<file path="config.mk">
export PLATFORM = sky130hd
export DESIGN_NAME = sram_controller
export DESIGN_NICKNAME = d
export VERILOG_FILES = /design/src/rtl/sram_controller_pkg.sv /design/src/rtl/sram_controller_access_timer.sv /design/src/rtl/sram_controller.sv
export SDC_FILE = /design/constraint.sdc
export NUM_CORES = 1
export LEC_CHECK = 0
export ABC_AREA = 1
export ABC_CLOCK_PERIOD_IN_PS = 1600
export CAP_MARGIN = 25
export CORE_MARGIN = 2
export CORE_UTILIZATION = 46
export CTS_BUF_LIST = sky130_fd_sc_hd__clkbuf_16
export CTS_CLUSTER_SIZE = 12
export DETAILED_ROUTE_END_ITERATION = 12
export GPL_ROUTABILITY_DRIVEN = 0
export PLACE_DENSITY_LB_ADDON = 0.25
export SLEW_MARGIN = 40
export SYNTH_ARGS = -nofsm -noshare
export SYNTH_HDL_FRONTEND = slang
export SYNTH_SLANG_ARGS = --single-unit
</file>
<file path="constraint.sdc">
create_clock -name clk -period 1.6 [get_ports clk]
set_input_delay 0.4 -clock clk [delete_from_list [all_inputs] [get_ports clk]]
set_output_delay 0.4 -clock clk [all_outputs]
set_load 0.005 [all_outputs]
</file>
<file path="src/rtl/sram_controller_pkg.sv">
// Shared definitions for the MEM-stage SRAM controller: FSM states, default
// base address and the external SRAM data width.
package sram_controller_pkg;

   typedef enum logic [2:0] {
      IDLE  = 3'd0,
      RD_LO = 3'd1,
      RD_HI = 3'd2,
      WR_LO = 3'd3,
      WR_HI = 3'd4,
      DONE  = 3'd5
   } ctrlState_t;

   localparam int unsigned DEFAULT_BASE_ADDR = 1024;
   localparam int unsigned SRAM_DW           = 16;

endpackage

</file>
<file path="src/rtl/sram_controller_access_timer.sv">
// Loadable down-counter timing one half-word SRAM access; flags the last cycle
// of the access and the cycle just before it.
module access_timer #(
   parameter int unsigned CYCLES = 2
) (
   input  logic clk,
   input  logic rst,
   input  logic load,
   output logic last,
   output logic nearLast
);

   localparam int unsigned CW = $clog2(CYCLES);

   logic [CW-1:0] count;

   always_ff @(posedge clk or negedge rst) begin
      if (!rst) begin
         count <= '0;
      end else if (load) begin
         count <= CW'(CYCLES - 1);
      end else if (count != '0) begin
         count <= count - CW'(1);
      end
   end

   assign last     = (count == '0);
   assign nearLast = (count == CW'(1));

endmodule

</file>
<file path="src/rtl/sram_controller.sv">
// MEM-stage data-memory responder: splits 32-bit loads/stores into two
// half-word accesses on a 16-bit asynchronous SRAM, stalling via ready.
module sram_controller
   import sram_controller_pkg::*;
#(
   parameter int unsigned BASE_ADDR     = DEFAULT_BASE_ADDR,
   parameter int unsigned SRAM_AW       = 18,
   parameter int unsigned ACCESS_CYCLES = 2
) (
   input  logic                clk,
   input  logic                rst,
   input  logic                memREn,
   input  logic                memWEn,
   input  logic [31:0]         address,
   input  logic [31:0]         writeData,
   output logic [31:0]         readData,
   output logic                ready,
   output logic [SRAM_AW-1:0]  sramAddr,
   output logic [SRAM_DW-1:0]  sramDqOut,
   input  logic [SRAM_DW-1:0]  sramDqIn,
   output logic                sramDqOe,
   output logic                sramWeN
);

   ctrlState_t                 state;
   logic [31:0]                offset;
   logic [SRAM_AW-2:0]         wordIdx;
   logic [SRAM_AW-2:0]         capIdx;
   logic [SRAM_DW-1:0]         capHi;
   logic                       loadTimer;
   logic                       timerLast;
   logic                       timerNearLast;
   logic                       unusedAddrBits;

   assign offset         = address - 32'(BASE_ADDR);
   assign wordIdx        = offset[SRAM_AW:2];
   assign unusedAddrBits = ^{offset[31:SRAM_AW+1], offset[1:0]};

   assign ready = ((state == IDLE) && !memREn && !memWEn) || (state == DONE);

   // Reload on request acceptance and on every LO->HI hand-over.
   assign loadTimer = ((state == IDLE) && (memREn || memWEn)) ||
                      (((state == RD_LO) || (state == WR_LO)) && timerLast);

   access_timer #(.CYCLES(ACCESS_CYCLES)) timer (
      .clk      (clk),
      .rst      (rst),
      .load     (loadTimer),
      .last     (timerLast),
      .nearLast (timerNearLast)
   );

   always_ff @(posedge clk or negedge rst) begin
      if (!rst) begin
         state     <= IDLE;
         capIdx    <= '0;
         capHi     <= '0;
         readData  <= '0;
         sramAddr  <= '0;
         sramDqOut <= '0;
         sramDqOe  <= 1'b0;
         sramWeN   <= 1'b1;
      end else begin
         unique case (state)
            IDLE: begin
               if (memREn) begin
                  state    <= RD_LO;
                  capIdx   <= wordIdx;
                  sramAddr <= {wordIdx, 1'b0};
               end else if (memWEn) begin
                  state     <= WR_LO;
                  capIdx    <= wordIdx;
                  capHi     <= writeData[31:16];
                  sramAddr  <= {wordIdx, 1'b0};
                  sramDqOut <= writeData[15:0];
                  sramDqOe  <= 1'b1;
                  sramWeN   <= 1'b0;
               end
            end
            RD_LO: begin
               if (timerLast) begin
                  readData[15:0] <= sramDqIn;
                  sramAddr       <= {capIdx, 1'b1};
                  state          <= RD_HI;
               end
            end
            RD_HI: begin
               if (timerLast) begin
                  readData[31:16] <= sramDqIn;
                  state           <= DONE;
               end
            end
            // WeN is registered, so it is released one edge early to leave the
            // final cycle of each half as address/data hold.
            WR_LO: begin
               if (timerLast) begin
                  sramAddr  <= {capIdx, 1'b1};
                  sramDqOut <= capHi;
                  sramWeN   <= 1'b0;
                  state     <= WR_HI;
               end else if (timerNearLast) begin
                  sramWeN <= 1'b1;
               end
            end
            WR_HI: begin
               if (timerLast) begin
                  sramDqOe <= 1'b0;
                  state    <= DONE;
               end else if (timerNearLast) begin
                  sramWeN <= 1'b1;
               end
            end
            DONE: begin
               state <= IDLE;
            end
            default: begin
               state    <= IDLE;
               sramDqOe <= 1'b0;
               sramWeN  <= 1'b1;
            end
         endcase
      end
   end

endmodule

</file>
==> results of run 1 <==
[flip-flops by register name, indices dropped and copies added (netlist names)]
signal / cells
capHi: 16
capIdx: 17
readData: 32
sramAddr: 18
sramDqOe: 1
sramDqOut: 16
sramWeN: 1
state: 3
timer.nearLast: 1
[power groups by stage]
stage,clock network (mW),registers [mW],logic (mW)
5_1_grt,2.52,4.78,7.28
3_3_place_gp,0,4.64,6.13
3_5_place_dp,0,4.67,6.28
4_1_cts,2.40,4.62,6.10
2_1_floorplan,0,4.68,3.17
6_report,2.34,4.63,6.48
[final cells by class]
class,instances,area [um^2]
clock buffer,9,225
timing repair buffer,192,1910
sequential,105,2630
fill,788,3060
multi-input combinational,408,1840
inverter,54,210
clock inverter,7,95.1
tap,136,170
[layout by cell type (no fill, tap or decap), types with 3 or more instances in the layout]
cell	synthesis	routed
nand3_1	33	33
clkbuf_16	0	11
nor2_4	1	4
nand2_1	250	248
clkdlybuf4s50_1	0	66
buf_4	3	46
dfrtp_1	104	103
nor2_1	38	34
dlygate4sd2_1	0	41
a21oi_1	22	21
o21ai_0	38	37
dlymetal6s2s_1	0	28
nand2_4	3	5
inv_4	2	3
inv_1	50	51
nor2_2	3	4
nand2_2	3	3
buf_12	0	6
o211ai_1	12	12
[critical path, cell delays in order]
cell	delay, ns
clkdlybuf4s50_1	0.43
nor2_2	0.20
nand2_4	0.08
o21ai_2	0.06
buf_2	0.13
[per-stage QoR]
stage                     instance area (um^2)  std cells
after floorplan                           4730        589
after global placement                    6500        876
after detailed placement                  6500        876
after CTS                                 6820        899
after global routing                      7080        911
final                                     7080        911
[cells by family after synthesis]
kind of cell / after synthesis / share of synthesized area [%]
xor gates and xnor gates: 1 / 0.185
and+or+nand+nor: 333 / 28.9
DFF: 105 / 55.6
AOI/OAI and AO/OA: 73 / 8.41
adders and majority gates: 1 / 0.264
buffers and inverters: 76 / 6.66
[worst paths after layout]
path / startpoint / endpoint / slack, ns / cells after the start
worst min register to register: sramDqOut[3] / sramDqOut[3] / 0.47 / 2
min in group clk: sramDqOut[3] / sramDqOut[3] / 0.47 / 2
max in group asynchronous: rst / state[1] / 1.08 / 2
worst max-delay path: memWEn / ready / -0.11 / 5
worst min-delay path: rst / sramDqOut[1] / -0.007 / 1
worst max register to register: state[0] / readData[8] / 0.02 / 8
[metal layers]
layer  vias up  global-route usage (%)  routed length [um]
met5         -                       0                   0
met4         0                    7.52                 311
met3        28                    4.58                 780
met2       147                    34.2                5670
met1      2044                    28.7                5290
li1       2196                       -                   -
[cell usage after synthesis, types with 3 or more instances]
| cell type | number |
|---|---|
| o211ai_1 | 12 |
| nor2_2 | 3 |
| nor2_1 | 38 |
| nand2_4 | 3 |
| clkbuf_1 | 8 |
| nand3_1 | 33 |
| o21ai_0 | 38 |
| inv_1 | 50 |
| nand2_1 | 250 |
| buf_2 | 11 |
| a21oi_1 | 22 |
| nand2_2 | 3 |
| dfrtp_1 | 104 |
| buf_4 | 3 |
[repair_timing]
action,in CTS,in global routing
hold endpoints to repair,0,0
setup buffers,7,10
gates cloned,0,2
pin swaps,2,5
setup endpoints to repair,47,72
gates resized for setup,48,42
==> impl_metrics.yaml, run 1 <==
drt:
  ant_nets: 0
  drtIter0Drc: 234
  wl_per_cell_um: 13.2
  drcViolationCount: 0
  wl_mm: 12.1
  num_vias: 4415
  viasPerCell: 4.85
  first_pass_iters: 5
yosys:
  synth_edf_count: 0
  synth_seq_cells: 105
  synthTopCellsByArea: "dfrtp_1 (55%), nand2_1 (20%), o21ai_0 (4.0%), inv_1 (4.0%), nand3_1 (3.5%)"
  syn_avg_cell_area_um2: 8.03
  ys_seq_area_share_pct: 55.6
  netlist_instances: 589
  synthesis.nets: 674
  synth_ff_type: "dfrtp_1"
  synth_cell_types: 23
  synth_largest_area_cell: "dfrtp_1"
  syn-cell-area_um2: 4730
  yosysWarnings: 0
  async_flop_share_pct: 100
  synth.top_cell.area_share_pct: 55.0
timing:
  hold_viol: 5
  max_slew_margin_pct: 71.5
  skew_ns: 0.00664
  setup-violations-final: 1
  finalCritPeriodShare_pct: 107
  maxClockFrequency_mhz: 585
  setup_tns_ns: -0.109
  hold-worst-slack_ns: -0.00726
  slew_viol_final: 0
  worst_slack_ns: -0.109
  fin_crit_ns: 1.71
  tightest_slew_ns: 0.427
  rsz0062_at_grt: "true"
floorplanning:
  dieWidth_um: 105
  initial_core_util_pct: 46.7
  chipHeight_um: 105
  ios: 153
  design.die.area_um2: 11100
  coreArea_um2: 10100
  num_rows: 37
clocking:
  htreeDepth: 3
  cts_hold_buf: 0
  clk_latency_ns: 0.34
  cts_sinks: 105
  cts_made_buffers: 9
  cts_tree: "yes"
  cts_max_path_buffers: 2
  clockRootBuffer: "clkbuf_16"
  clk_pin_slew_worst_paths_ns: 0.07
pwr:
  swShare_pct: 37.1
  ir_worst_vdd_mv: 0.836
  p_total_mw: 13.5
  clkPwrFrac_pct: 17.4
  powerDensity_nw_per_um2: 1900
  seq_power_share_pct: 34.4
  switchingPower_mw: 4.99
  internal-power_mw: 8.47
  p_leak_nw: 3.89
  power_frac_comb_pct: 48.2
status:
  violations: "hold timing, setup timing"
  status: "complete, but fails checks"
cells_and_area:
  drive_gt1_share_pct: 12.6
  fin_nets: 855
  syn_to_final_growth_pct: 49.6
  fin_util_pct: 69.8
  diodes: 0
global_routing:
  grt_overflow: 0
  grt_pass1_vias: 4185
  antenna_found_initial: 0
  grt_max_degree: 33
  grt_pass1_wl_mm: 19.6
  track_usage_pct: 21.3
critical_path:
  start_kind: "input port"
  cp_data_arrival_time_ns: 1.31
  cp.required_ns: 1.20
  end_kind: "output pin"
  critPathKind: "in -> out"
  crit_fanout: 2
placement:
  dp_slack_ns: -0.553
  hpwl_mm: 8.14
  port_buffers: 137
flow_run:
  maxCapViolCount: 0
min_path:
  hold_path.class: "in -> async"
Note: power is estimated with default switching activity, not from simulation.
==> inputs of run 2 (changes only) <==
ABC_CLOCK_PERIOD_IN_PS = 1800   (was 1600)
clock period = 1.8 ns   (was 1.6 ns; I/O delays follow)
==> run 2 against run 1 <==
Net effect: critical endpoint unchanged; wire length fell by 8.7%; die area did not move; cell area fell by 4.8%; critical path type is now reg -> out; the run now ends clean; largest cell class unchanged.
==> impl_metrics.yaml, run 2 (synthesis gave the netlist of run 1 again) <==
clocking:
  clk_latency_ns: 0.34
  cts_made_buffers: 9
  cts_max_path_buffers: 2
  clk_pin_slew_worst_paths_ns: 0.06
  clockRootBuffer: "clkbuf_16"
  cts_sinks: 105
  cts_tree: "yes"
  cts_hold_buf: 0
  htreeDepth: 3
timing:
  fin_crit_ns: 1.76
  skew_ns: 0.0106
  maxClockFrequency_mhz: 570
  tightest_slew_ns: 0.555
  slew_viol_final: 0
  setup-violations-final: 0
  hold_viol: 0
  worst_slack_ns: 0.0443
  rsz0062_at_grt: "true"
  hold-worst-slack_ns: 0.168
  max_slew_margin_pct: 63.0
  finalCritPeriodShare_pct: 97.5
drt:
  first_pass_iters: 7
  wl_per_cell_um: 12.5
  drtIter0Drc: 253
  wl_mm: 11.0
  ant_nets: 0
  viasPerCell: 4.73
  num_vias: 4181
  drcViolationCount: 0
placement:
  hpwl_mm: 7.86
  dp_slack_ns: -0.455
  port_buffers: 137
  post-place-cells: 868
cells_and_area:
  multi_input_area_um2: 1800
  largest_reg_flops: 32
  fillers: 857
  drive_gt1_share_pct: 8.97
  final_common_cell: "nand2_1"
  regArea_um2: 2630
  stdcell_count: 883
  syn_to_final_growth_pct: 42.4
  diodes: 0
  fin_util_pct: 66.4
  biggestRegsByFlops: "readData (32), sramAddr (18), capIdx (17)"
  most-common-layout-cells: "nand2_1 (249), clkdlybuf4s50_1 (132), dfrtp_1 (103), inv_1 (50), o21ai_0 (37)"
  regMostFlops: "readData"
  fin_nets: 829
floorplanning:
  dieWidth_um: 105
  chipHeight_um: 105
  num_rows: 37
  coreArea_um2: 10100
  ios: 153
  initial_core_util_pct: 46.7
  design.die.area_um2: 11100
critical_path:
  end_kind: "output pin"
  cp_data_arrival_time_ns: 1.31
  critPathKind: "reg -> out"
  crit_fanout: 4
  start_kind: "register"
  r2r-start: "state[1]"
  cp.required_ns: 1.35
  startpoint: "state[1]"
status:
  status: "completed"
global_routing:
  grt_overflow: 0
  antenna_found_initial: 0
  grt_pass1_wl_mm: 18.5
  track_usage_pct: 20.5
  grt_max_degree: 106
  grt_pass1_vias: 3892
pwr:
  powerDensity_nw_per_um2: 1720
  p_total_mw: 11.6
  p_leak_nw: 3.36
  ir_worst_vdd_mv: 0.739
flow_run:
  maxCapViolCount: 0
min_path:
  hold_path.class: "in -> async"
## run 2: cell types whose count changed in the layout (fill, tap and decap cells not counted), moves of 3 or more
cell,previous run,this run
clkdlybuf4s50_1,66,132
buf_12,6,3
buf_4,46,27
dlymetal6s2s_1,28,1
dlygate4sd2_1,41,2
## run 2: through the flow
| step | TNS [ns] | cell area, um^2 |
|---|---|---|
| 6_report | 0 | 6740 |
| 5_1_grt | -0.0285 | 6740 |
| 4_1_cts | 0 | 6730 |
| 3_5_place_dp | -3.75 | 6420 |
| 3_3_place_gp | -2.22 | 6420 |
| 2_1_floorplan | 0 | 4730 |
## run 2: path summary, 6_finish.rpt
kind | slack, ns | cells after the start | to
max | 0.04 | 6 | ready
min | 0.17 | 2 | sramDqOut[1]
max reg2reg | 0.21 | 9 | sramAddr[12]
min reg2reg | 0.47 | 2 | sramDqOut[6]
max in group asynchronous | 1.16 | 2 | state[1]
min in group clk | 0.47 | 2 | sramDqOut[6]
## run 2: cell type report
| class | instances | share of cell area, % |
|---|---|---|
| Inverter | 54 | 3.08 |
| Multi-Input combinational cell | 408 | 26.8 |
| Timing Repair Buffer | 166 | 24.0 |
| Sequential cell | 105 | 39.0 |
| Tap cell | 136 | 2.53 |
| Clock buffer | 9 | 3.34 |
| Clock inverter | 5 | 1.21 |
## run 2: where the power goes
part / leakage (nW) / internal [mW] / total [mW] / switching (mW)
clock network: 0.148 / 1.21 / 2.03 / 0.823
registers: 1.26 / 3.55 / 4.15 / 0.602
logic: 1.95 / 2.67 / 5.44 / 2.77
## run 2: timing repair
action | CTS | global route
endpoints found under the setup margin | 2 | 1
gates resized for setup | 8 | 4
setup buffers | 1 | 0
pin swaps | 1 | 3
## run 2: worst max-delay path, cell delays in order, from the launching register on
cell and delay (ns):
dfrtp_2 0.45, nor2_4 0.16, nand2_4 0.07, inv_4 0.05, nand2_2 0.05, o21ai_1 0.08
buf_2 0.13
## run 2: layer usage
| layer | track usage [%] | routed length (um) | up-vias | part of all wire (%) |
|---|---|---|---|---|
| met5 | 0 | 0 | - | 0 |
| met4 | 6.38 | 77 | 0 | 0.70 |
| met3 | 4.58 | 631 | 10 | 5.7 |
| met2 | 32.3 | 5220 | 117 | 47 |
| met1 | 28.3 | 5080 | 1914 | 46 |
| li1 | - | - | 2140 | - |
==> inputs of run 3 (changes only) <==
--- a/config.mk
+++ b/config.mk
@@ -9,5 +9,4 @@
 export ABC_CLOCK_PERIOD_IN_PS = 1800
 export CAP_MARGIN = 25
-export CORE_MARGIN = 2
 export CORE_UTILIZATION = 46
 export CTS_BUF_LIST = sky130_fd_sc_hd__clkbuf_16
==> constraint.sdc (replaced) <==
create_clock -name clk -period 1.8 [get_ports clk]
set_input_delay 0.36 -clock clk [delete_from_list [all_inputs] [get_ports clk]]
set_output_delay 0.36 -clock clk [all_outputs]
set_load 0.005 [all_outputs]
==> run 3 against run 2 <==
Net effect: non-clock buffer count fell by 3; highest routed layer unchanged; count of clock-buffer cells in the layout is the same; via count grew 0.77%; sequential power about the same; final cell count shrank 0.45%; fmax grew 0.11%; utilization rose by 1.9 points; sequential cell count is the same; sequential share of layout area barely moved; first-iteration DRC count decreased by 36%; largest power group unchanged.
==> impl_metrics.yaml, run 3 (synthesis gave the netlist of run 1 again) <==
status:
  status: "completed"
critical_path:
  start_kind: "register"
  slowest_stage: "dfstp_2"
  path_delay_family: "flip-flops"
  crit_fanout: 2
  cp_data_arrival_time_ns: 1.39
  reg2regPathDepth: 8
  end_kind: "output pin"
  slowest_delay_ns: 0.53
  critPathKind: "reg -> out"
  crit_chain: "clkdlybuf4s50_1"
  cp.depth: 1
  cp.required_ns: 1.44
  crit_buf_inv: 1
global_routing:
  grt_pass1_vias: 3864
  track_usage_pct: 21.6
  grt_pass1_wl_mm: 17.7
  grt_max_degree: 103
  antenna_found_initial: 0
  grt_overflow: 0
drt:
  drt-met1-wl_mm: 5.02
  num_vias: 4213
  wl_mm: 11.1
  first_pass_iters: 4
  highest_layer: "met4"
  ant_nets: 0
  drcViolationCount: 0
  wl_met2_mm: 5.32
  drtIter0Drc: 162
  viasPerCell: 4.79
  wl_per_cell_um: 12.6
  dr_wl_met3_um: 615
timing:
  hold-worst-slack_ns: 0.350
  max_slew_margin_pct: 62.6
  hold_viol: 0
  slew_viol_final: 0
  rsz0062_at_grt: "false"
  skew_ns: 0.0106
  setup-violations-final: 0
  fin_crit_ns: 1.75
  maxClockFrequency_mhz: 570
  finalCritPeriodShare_pct: 97.4
  tightest_slew_ns: 0.561
cells_and_area:
  fillers: 795
  regMostFlops: "readData"
  final_common_cell: "nand2_1"
  most-common-layout-cells: "nand2_1 (250), clkdlybuf4s50_1 (135), dfrtp_1 (103), inv_1 (50), o21ai_0 (37)"
  fin_nets: 826
  diodes: 0
  largest_reg_flops: 32
  biggestRegsByFlops: "readData (32), sramAddr (18), capIdx (17)"
  fin_util_pct: 68.3
  drive_gt1_share_pct: 8.18
  design_area_um2: 6740
  syn_to_final_growth_pct: 42.4
pwr:
  ir_worst_vdd_mv: 0.849
  powerDensity_nw_per_um2: 1740
  p_total_mw: 11.8
  p_leak_nw: 3.35
clocking:
  clockRootBuffer: "clkbuf_16"
  htreeDepth: 3
  cts_tree: "yes"
  cts_made_buffers: 9
  cts_sinks: 105
  clk_pin_slew_worst_paths_ns: 0.07
  clk_latency_ns: 0.35
  cts_max_path_buffers: 2
floorplanning:
  initial_core_util_pct: 48.0
  dieWidth_um: 103
  design.die.area_um2: 10700
  num_rows: 36
  chipHeight_um: 103
  coreArea_um2: 9860
  ios: 153
flow_run:
  maxCapViolCount: 0
placement:
  hpwl_mm: 7.79
  port_buffers: 137
  placement.cell_area_um2: 6380
min_path:
  hold_path.class: "in -> async"
[run 3: cell count changes in the layout (fill, tap and decap cells not counted), moves of 2 or more]
cell / previous run / this run
clkinv_1: 0 / 2
buf_4: 27 / 22
clkdlybuf4s50_1: 132 / 135
dlygate4sd2_1: 2 / 0
[run 3: final cells by class]
type	count	area (um^2)	area share, %
clock buffers	9	225	3.34
clock inverters	7	110	1.63
inverters	54	208	3.08
well taps	133	166	2.47
multi-input cells	408	1800	26.7
repair buffers	163	1600	23.8
flip-flops and latches	105	2630	39.0
[run 3: worst paths after layout]
path,slack [ns],end,startpoint
setup / recovery,0.05,sramWeN,sramWeN
hold reg to reg,0.47,capHi[0],capHi[0]
setup reg to reg,0.19,readData[6],state[0]
hold / removal,0.35,sramDqOut[3],rst
min in group clk,0.47,capHi[0],capHi[0]
max in group asynchronous,0.73,capHi[13],rst
[run 3: layer usage]
| layer | GRT usage, % | vias to the layer above |
|---|---|---|
| li1 | - | 2143 |
| met4 | 8.45 | 0 |
| met3 | 5.24 | 13 |
| met5 | 0 | - |
| met1 | 28.5 | 1945 |
| met2 | 34.6 | 112 |
[run 3: timing repair]
item	CTS	global route
gates resized for setup	5	3
hold endpoints to repair	3	0
endpoints found under the setup margin	1	5
buffers inserted	1	0
pin swaps	0	0
hold buffers	1	0
[run 3: per-stage QoR]
stage	TNS (ns)	cells	setup WS, ns
finish	0	879	0.0463
global route	0	879	0.0130
CTS	0	879	0.0169
detailed placement	-0.272	861	-0.230
global placement	-0.158	861	-0.158
floorplan	0	589	0.321
[run 3: power breakdown]
group	leakage, nW	internal [mW]	switching [mW]	total [mW]
Sequential	1.26	3.55	0.586	4.13
Combinational	1.92	2.67	2.77	5.44
Clock	0.166	1.35	0.830	2.18
Total	3.35	7.56	4.19	11.8
